$ cat config.mk
export PLATFORM = sky130hd
export DESIGN_NAME = lc_instr_sequencer
export DESIGN_NICKNAME = d
export VERILOG_FILES = /design/src/rtl/lc_instr_sequencer.sv
export SDC_FILE = /design/constraint.sdc
export NUM_CORES = 1
export LEC_CHECK = 0
export ABC_CLOCK_PERIOD_IN_PS = 5600
export CAP_MARGIN = 20
export CORE_MARGIN = 1
export CORE_UTILIZATION = 51
export DETAILED_ROUTE_END_ITERATION = 8
export PLACE_DENSITY_LB_ADDON = 0.08
export SLEW_MARGIN = 20
export SYNTH_ARGS = -nofsm -noshare
export SYNTH_HDL_FRONTEND = slang
export SYNTH_SLANG_ARGS = --single-unit
$ cat constraint.sdc
create_clock -name clk -period 5.6 [get_ports clk]
set_input_delay 1.12 -clock clk [delete_from_list [all_inputs] [get_ports clk]]
set_output_delay 1.12 -clock clk [all_outputs]
set_load 0.02 [all_outputs]
$ cat src/rtl/lc_instr_sequencer.sv
// Instruction sequencer for the layout-convert core: fetches one instruction at a time,
// meters pe2lc input beats and watches lc2res output beats for completion and tlast errors.
module lc_instr_sequencer #(
  parameter int CORE_INSTR_WIDTH = 64,
  parameter int CNT_WIDTH        = 16
) (
  input  logic                        clk,
  input  logic                        rst,
  input  logic                        ap_start,
  input  logic                        s_instr_tvalid,
  output logic                        s_instr_tready,
  input  logic [CORE_INSTR_WIDTH-1:0] s_instr_tdata,
  output logic [CORE_INSTR_WIDTH-1:0] core_instr_dout,
  output logic                        core_instr_empty_n,
  input  logic                        core_instr_read,
  input  logic                        pe_tvalid_i,
  output logic                        pe_tready_o,
  output logic                        core_pe_tvalid,
  input  logic                        core_pe_tready,
  input  logic                        res_tvalid,
  input  logic                        res_tready,
  input  logic                        res_tlast,
  output logic                        busy,
  output logic                        done,
  output logic                        halted,
  output logic                        err,
  output logic [31:0]                 instr_cnt
);

  typedef enum logic [2:0] {S_IDLE, S_LOAD, S_ISSUE, S_RUN, S_DONE, S_HALT} state_t;

  localparam logic [3:0]           OP_EOP  = 4'hF;
  localparam logic [CNT_WIDTH:0]   REM_ONE = {{CNT_WIDTH{1'b0}}, 1'b1};

  state_t                      state, state_nxt;
  logic                        start_r;
  logic [CORE_INSTR_WIDTH-1:0] instr_q;
  logic [CNT_WIDTH:0]          in_rem, out_rem;
  logic [CNT_WIDTH:0]          in_rem_nxt, out_rem_nxt;
  logic                        fetch, gate_open, in_beat, out_beat, out_cnt, err_hit;
  logic [3:0]                  opcode;

  assign opcode    = instr_q[63:60];
  assign fetch     = (state == S_IDLE) && start_r && s_instr_tvalid;
  assign gate_open = (state == S_RUN) && (in_rem != '0);
  assign in_beat   = gate_open && pe_tvalid_i && core_pe_tready;
  assign out_beat  = (state == S_RUN) && res_tvalid && res_tready;
  assign out_cnt   = out_beat && (out_rem != '0);

  // Beats past the declared count, a missing tlast on the final beat, or an early tlast.
  assign err_hit = out_beat && ((out_rem == '0) ||
                                ((out_rem == REM_ONE) && !res_tlast) ||
                                ((out_rem >  REM_ONE) &&  res_tlast));

  assign in_rem_nxt  = in_beat ? in_rem  - REM_ONE : in_rem;
  assign out_rem_nxt = out_cnt ? out_rem - REM_ONE : out_rem;

  // NOTE: sequential state uses non-blocking assignments so every register samples pre-edge values.
  always_ff @(posedge clk or posedge rst) begin
    if (rst) state <= S_IDLE;
    else     state <= state_nxt;
  end

  // NOTE: state_nxt gets a default before the case, otherwise unlisted paths infer a latch.
  always_comb begin
    state_nxt = state;
    unique case (state)
      S_IDLE:  if (fetch) state_nxt = S_LOAD;
      S_LOAD:  state_nxt = (opcode == OP_EOP) ? S_HALT : S_ISSUE;
      S_ISSUE: if (core_instr_read) state_nxt = S_RUN;
      S_RUN:   if ((in_rem_nxt == '0) && (out_rem_nxt == '0)) state_nxt = S_DONE;
      S_DONE:  state_nxt = S_IDLE;
      S_HALT:  state_nxt = S_HALT;
      default: state_nxt = S_IDLE;
    endcase
  end

  always_comb begin
    s_instr_tready     = 1'b0;
    core_instr_empty_n = 1'b0;
    core_instr_dout    = '0;
    busy               = 1'b1;
    done               = 1'b0;
    halted             = 1'b0;
    unique case (state)
      S_IDLE: begin
        s_instr_tready = start_r;
        busy           = 1'b0;
      end
      S_ISSUE: begin
        core_instr_empty_n = 1'b1;
        core_instr_dout    = instr_q;
      end
      S_DONE: done = 1'b1;
      S_HALT: begin
        halted = 1'b1;
        busy   = 1'b0;
      end
      default: ;
    endcase
  end

  assign core_pe_tvalid = gate_open && pe_tvalid_i;
  assign pe_tready_o    = gate_open && core_pe_tready;

  always_ff @(posedge clk or posedge rst) begin
    if (rst) begin
      start_r   <= 1'b0;
      instr_q   <= '0;
      in_rem    <= '0;
      out_rem   <= '0;
      err       <= 1'b0;
      instr_cnt <= '0;
    end else begin
      if (ap_start) start_r <= 1'b1;
      if (fetch)    instr_q <= s_instr_tdata;
      if (state == S_LOAD) begin
        in_rem  <= {1'b0, instr_q[CNT_WIDTH-1:0]} + REM_ONE;
        out_rem <= {1'b0, instr_q[2*CNT_WIDTH-1:CNT_WIDTH]} + REM_ONE;
      end else if (state == S_RUN) begin
        in_rem  <= in_rem_nxt;
        out_rem <= out_rem_nxt;
      end
      if (err_hit)          err       <= 1'b1;
      if (state == S_DONE)  instr_cnt <= instr_cnt + 32'd1;
    end
  end

endmodule
==> summary.md, run 1 <==
| Metric | Value |
|---|---|
| Run status | complete, no violations |
| WP data required | 4.48 ns |
| Sequential area share after synthesis | 45.2% |
| Drt pass-1 iters | 5 |
| Crit path arrival time | 2.71 ns |
| Die extent in y | 123 um |
| Fraction of power consumed by combinational cells | 9.8% |
| Power consumption | 2.49 mW |
| Ys Warns | 0 |
| Crit. Startpoint | pe_tvalid_i |
| Fin. max-slew vios | 0 |
| Crit-path cells | clkdlybuf4s50_1, nor2b_1, and3_1, clkdlybuf4s50_1 |
| Crit-path max cell delay | 0.63 ns |
| Final worst path period share | 68.4% |
| Total CTS buffers | 17 |
| Antenna violations before repair | 0 |
| Total congestion overflow | 0 |
| Critical-path top delay cell | clkdlybuf4s50_1 |
| DR iter-0 viols | 362 |
| Worst-skew pair later-pin latency | 0.42 ns |
| Residual DRC count | 0 |
| Setup bufs post-CTS | 0 |
| Worst Setup EP | core_pe_tvalid |
| Syn Nets | 819 |
| Buf/Inv on CP | 2 |
| Post-DP Area | 0.00937 mm^2 |
| Post-synthesis cell type count | 56 |
| Critical Path Stages | 4 |
| CP Capture Type | primary output |
| Fin crit period | 3.83 ns |
| Clock slew at reported path FFs | 0.06 ns |
| Largest net degree at the start of global routing | 59 |
| Part of the power in registers | 44.2% |
| Sw frac | 25.6% |
| Kind of start point of the critical path | primary input |
| Area of the multi-input gates | 0.00387 mm^2 |
| Clock tree root driver cell | clkbuf_16 |
| Sequential standard cell area | 0.00338 mm^2 |
| GPL Wtd Cong | 0.947 |
| Min-delay worst type | reg2reg |
| Worst R2R End | state[1]$_DFFE_PP0P_ |
| Row count | 43 |
| Net count of the finished layout | 984 |
| Clk pwr share | 45.9% |
| RSZ-0062 raised after global routing | false |
| Vias in the first global route | 6438 |
| Reg2reg start | out_rem[0]$_DFFE_PP0P_ |
| Vias/cell | 5.75 |
| Leak | 4.15 nW |
| Switch Pwr | 0.638 mW |
| CTS tree | built |
| CP Class | in2out |
| R2R Setup Slk | 2.39 ns |
| Synth Register Bits | 135 |
| R2R cell count | 10 |
| Fill cells | 1081 |
| Max Cap Viol | 0 |
| IO Pins | 178 |
| Endpoints failing setup | 0 |
| Crit-path leading delay family | buffers and inverters |
| HPWL reported at the end of detailed placement | 14700 um |
| Share of cells above drive strength 1 | 13.3% |
| Post-CTS Hold Buffers | 0 |
| Final hold violations | 0 |
| Pwr Density | 250 mW/mm^2 |
| Maximum fanout along the worst path | 4 |
| Vias | 6296 |
| Fmax | 0.261 GHz |
| Top FF cell, synth | dfrtp_1 |
| Initial Utilization | 53.0% |
| # resized after CTS | 0 |
| Peak supply drop | 227 uV |
| Post-route ant nets | 0 |
| Clock buffer depth | 2 |
| Die width | 123 um |
| Slew margin rel. | 34.6% |
| I/O Buffers | 177 |
| Post-synthesis cell area | 0.00747 mm^2 |
| Post-route cell area | 0.00996 mm^2 |
| WL per Instance | 18.7 um |
| H-tree levels | 4 |
| Synth-to-layout area growth | 33.4% |
| Mapped Avg Cell Area | 10.1 um^2 |
| Cells after Synth | 738 |
| Total die area | 0.0151 mm^2 |
| CTS Sinks | 135 |
| Post-route setup TNS | 0 ns |
| Final wirelength | 20500 um |
| Skew final | 0.00899 ns |
| Slew @ Worst Pin | 0.978 ns |
| Async set-reset flop share out of synthesis | 100% |
| Crit path top cell by count | clkdlybuf4s50_1 |
| EDFF count, synth | 0 |
| ANT cells | 0 |
| GR Util All Layers | 28.3% |
| Core ar. | 0.0141 mm^2 |
| Internal Power | 1.85 mW |
| Global-route wire length before repair | 32600 um |
## kinds of logic (layout without fill, tap and decap cells)
family	after synthesis	in the layout	synth area share (%)
xor gates and xnor gates	85	85	9.97
DFF	135	135	45.2
adders and majority gates	7	7	1.17
buffers and inverters	54	231	3.02
and+or+nand+nor	289	289	22.4
AOI/OAI and AO/OA	103	103	8.36
muxes	65	65	9.80
## Yosys cell counts (all sizes together) (6+ instances only)
master,n,share of area (%)
nor2,36,1.8
a31oi,9,0.75
and2,71,5.9
dfrtp,135,45
xnor2,56,6.6
xor2,29,3.4
mux2,65,9.8
nor3,20,1.4
nand2,44,2.2
inv,15,0.75
o21ai,17,1.1
ha,7,1.2
buf,8,0.70
nand4,19,1.6
and3,15,1.3
and4,7,0.82
clkbuf,30,1.5
or4,6,0.75
nand3,26,1.7
nor4,14,1.8
o22ai,25,2.1
a21oi,33,2.3
## power groups by stage
stage	registers, mW	clock network, mW	logic (mW)
2_1_floorplan	1.06	0	0.187
3_3_place_gp	1.12	0	0.242
3_5_place_dp	1.11	0	0.243
4_1_cts	1.10	1.16	0.245
5_1_grt	1.11	1.20	0.271
6_report	1.10	1.14	0.245
## flip-flops by register name (all words and copies together), names as in the netlist
signal / flops
instr_q: 64
instr_cnt: 32
state: 3
in_rem: 17
err: 1
start_r: 1
out_rem: 17
## cell usage in the layout (no fill, tap or decap), types with 8 or more instances in the layout
cell,n
a21oi_1,32
a31oi_1,9
and2_1,70
and3_1,15
clkbuf_16,17
clkdlybuf4s50_1,177
dfrtp_1,135
inv_1,14
mux2_2,65
nand2_1,43
nand3_1,26
nand4_1,19
nor2_1,36
nor3_1,18
nor4_1,8
o21ai_0,17
o22ai_1,25
xnor2_1,56
xor2_1,29
## how the worst min path moves through the flow
stage                              from                  end  slack (ns)  cells after the start
global route        start_r$_DFFE_PP0P_  start_r$_DFFE_PP0P_        0.47                      1
CTS                 start_r$_DFFE_PP0P_  start_r$_DFFE_PP0P_        0.46                      1
detailed placement  start_r$_DFFE_PP0P_  start_r$_DFFE_PP0P_        0.45                      1
global placement    start_r$_DFFE_PP0P_  start_r$_DFFE_PP0P_        0.44                      1
finish              start_r$_DFFE_PP0P_  start_r$_DFFE_PP0P_        0.46                      1
floorplan           start_r$_DFFE_PP0P_  start_r$_DFFE_PP0P_        0.43                      1
## routing by layer
layer	GRT usage, %	wire [um]
met5	0	0
met4	10.5	455
met3	10.5	1640
met2	44.2	9660
met1	35.8	8720
## stage by stage
stage | util [%] | hold slack [ns] | cells | worst slack (ns)
final | 70.7 | 0.462 | 1095 | 1.77
after global routing | 70.7 | 0.471 | 1095 | 1.55
after CTS | 70.7 | 0.463 | 1095 | 1.77
after detailed placement | 66.4 | 0.450 | 1064 | 1.78
after global placement | 66.4 | 0.443 | 1064 | 1.82
after floorplan | - | 0.430 | 738 | 0.869
## layout make-up
cell class	count	share of cell area [%]
well taps	180	2.26
multi-input cells	549	38.9
inverters	16	0.628
clock buffers	20	4.48
flip-flops and latches	135	33.9
clock inverters	11	1.49
repair buffers	184	18.3
Note: power is estimated with default switching activity, not from simulation.
==> inputs of run 2 (changes only) <==
--- a/config.mk
+++ b/config.mk
@@ -5,7 +5,7 @@
 export SDC_FILE = /design/constraint.sdc
 export NUM_CORES = 1
 export LEC_CHECK = 0
-export ABC_CLOCK_PERIOD_IN_PS = 5600
+export ABC_CLOCK_PERIOD_IN_PS = 4010
 export CAP_MARGIN = 20
 export CORE_MARGIN = 1
 export CORE_UTILIZATION = 51
==> constraint.sdc (replaced) <==
create_clock -name clk -period 4.01 [get_ports clk]
set_input_delay 0.802 -clock clk [delete_from_list [all_inputs] [get_ports clk]]
set_output_delay 0.802 -clock clk [all_outputs]
set_load 0.02 [all_outputs]
==> summary.md, run 2 (synthesized netlist as in run 1, its figures left out) <==
| Metric | Value |
|---|---|
| Run status | complete, no violations |
| Drt pass-1 iters | 8 (+3) |
| I/O Buffers | 177 (unchanged) |
| Vias in the first global route | 6496 (+0.90%) |
| Largest register FFs | 64 (unchanged) |
| Total congestion overflow | 0 (unchanged) |
| Max Cap Viol | 0 (unchanged) |
| Row count | 43 (unchanged) |
| Pwr Density | 348 mW/mm^2 (+39%) |
| Fraction of power consumed by combinational cells | 10.0% (+0.2 points) |
| Global-route wire length before repair | 32900 um (+0.93%) |
| Antenna violations before repair | 0 (unchanged) |
| Net count of the finished layout | 986 (+0.20%) |
| Reg with most FFs | instr_q |
| Kind of start point of the critical path | register |
| Worst-skew pair later-pin latency | 0.42 ns (about the same) |
| Synth-to-layout area growth | 34.3% |
| Die width | 123 um (unchanged) |
| Clk pwr share | 46.0% (about the same) |
| Part of the power in registers | 44.0% (-0.2 points) |
| Largest net degree at the start of global routing | 66 (+12%) |
| Final worst path period share | 87.2% |
| Slew margin rel. | 32.6% (-2.0 points) |
| IO Pins | 178 (unchanged) |
| Vias/cell | 5.75 (about the same) |
| Total die area | 0.0151 mm^2 (unchanged) |
| Hold path cells | 1 (unchanged) |
| Post-CTS Hold Buffers | 0 (unchanged) |
| Residual DRC count | 0 (unchanged) |
| Switch Pwr | 0.912 mW (+43%) |
| # resized after CTS | 0 (unchanged) |
| CTS Sinks | 135 (unchanged) |
| HPWL reported at the end of detailed placement | 15000 um (+2.1%) |
| Endpoints failing setup | 0 (unchanged) |
| Fin crit period | 3.50 ns |
| Core ar. | 0.0141 mm^2 (unchanged) |
| Maximum fanout along the worst path | 9 (+5) |
| ANT cells | 0 (unchanged) |
| Final hold violations | 0 (unchanged) |
| CP Capture Type | primary output |
| Clock slew at reported path FFs | 0.06 ns (about the same) |
| Finished Core Util | 71.2% (+0.49 points) |
| DR iter-0 viols | 402 (+11%) |
| R2R cell count | 10 (unchanged) |
| Post-place setup slack | 0.551 ns (-1.23 ns) |
| Leak | 4.18 nW (+0.73%) |
| Skew final | 0.0113 ns (+0.00230 ns) |
| Fin worst setup slack | 0.512 ns (-1.26 ns) |
| Post-route cell area | 0.0100 mm^2 (+0.69%) |
| Fin. max-slew vios | 0 (unchanged) |
| Crit path arrival time | 2.70 ns (about the same) |
| Post-route ant nets | 0 (unchanged) |
| Share of cells above drive strength 1 | 13.8% (+0.50 points) |
| Clock tree root driver cell | clkbuf_16 |
| RSZ-0062 raised after global routing | false |
| Clock buffer depth | 2 (unchanged) |
| Min-delay worst type | reg2reg |
| Peak supply drop | 274 uV (+21%) |
| Slew @ Worst Pin | 1.01 ns (+0.0304 ns) |
| CP Class | reg2out |
| GR Util All Layers | 28.5% (+0.19 points) |
| Fmax | 0.286 GHz |
| Setup bufs post-CTS | 0 (unchanged) |
| WP data required | 3.21 ns (-1.27 ns) |
| Total CTS buffers | 17 (unchanged) |
| Final wirelength | 20600 um (+0.63%) |
| Vias | 6309 (+0.21%) |
| GPL Wtd Cong | 0.867 (-8.4%) |
| Post-route setup TNS | 0 ns (unchanged) |
| Largest registers | instr_q: 64 flops, instr_cnt: 32 flops |
| Internal Power | 2.57 mW (+39%) |
| Commonest non-fill, non-tap cells in the layout | 177 x clkdlybuf4s50_1, 135 x dfrtp_1, 70 x and2_1, 65 x mux2_2, 56 x xnor2_1 |
| WL per Instance | 18.8 um (+0.36%) |
| Sw frac | 26.1% (+0.53 points) |
| Die extent in y | 123 um (unchanged) |
| Post-DP Area | 0.00942 mm^2 (+0.57%) |
| CTS tree | built |
| H-tree levels | 4 (unchanged) |
| Initial Utilization | 53.0% (unchanged) |
| Commonest non-fill, non-tap cell in the layout | clkdlybuf4s50_1 |
==> run 2: changes by cell type in the layout (fill, tap and decap cells not counted), sizes merged <==
cell	before	now
inv	17	16
buf	7	9
bufinv	3	2
clkinv	4	7
==> run 2: final timing paths <==
path,slack (ns),startpoint,to
min,0.45,err$_DFFE_PP0P_,err$_DFFE_PP0P_
min reg2reg,0.45,err$_DFFE_PP0P_,err$_DFFE_PP0P_
max,0.51,in_rem[0]$_DFFE_PP0P_,core_pe_tvalid
min in group asynchronous,0.93,rst,instr_q[38]$_DFFE_PP0P_
max reg2reg,0.88,out_rem[0]$_DFFE_PP0P_,state[1]$_DFFE_PP0P_
max in group asynchronous,2.41,rst,instr_q[23]$_DFFE_PP0P_
==> run 2: area by class of cell <==
type / instances / area [um^2]
clock inverters: 12 / 144
clock buffers: 20 / 467
inverters: 16 / 63.8
fillers: 1061 / 4070
flip-flops and latches: 135 / 3380
repair buffers: 186 / 1880
well taps: 180 / 225
multi-input cells: 549 / 3870
==> run 2: critical path, cell delays in order, from the launching register on <==
cell and delay (ns):
dfrtp_1 0.44, inv_1 0.11, ha_1 0.20, nor4b_1 0.29
nand4_1 0.34, and3_1 0.34, clkdlybuf4s50_1 0.55
==> run 2: power by group through the flow <==
stage / combinational (mW) / sequential [mW] / clock [mW]
2_1_floorplan: 0.262 / 1.48 / 0
3_3_place_gp: 0.340 / 1.55 / 0
3_5_place_dp: 0.348 / 1.56 / 0
4_1_cts: 0.351 / 1.53 / 1.63
5_1_grt: 0.384 / 1.55 / 1.68
6_report: 0.348 / 1.54 / 1.60
==> run 2: metal layers <==
layer | up-vias | global-route usage [%] | wire length (um)
met5 | - | 0 | 0
met2 | 222 | 46.3 | 9930
met1 | 3104 | 35.0 | 8690
li1 | 2946 | - | -
met4 | 0 | 10.9 | 504
met3 | 37 | 9.46 | 1480
==> run 2: stage by stage <==
step           instances  total power, mW  hold WS [ns]
2_1_floorplan        738             1.74         0.430
3_5_place_dp        1066             1.90         0.449
5_1_grt             1098             3.61         0.472
6_report            1098             3.49         0.453
4_1_cts             1098             3.51         0.458
3_3_place_gp        1066             1.89         0.440
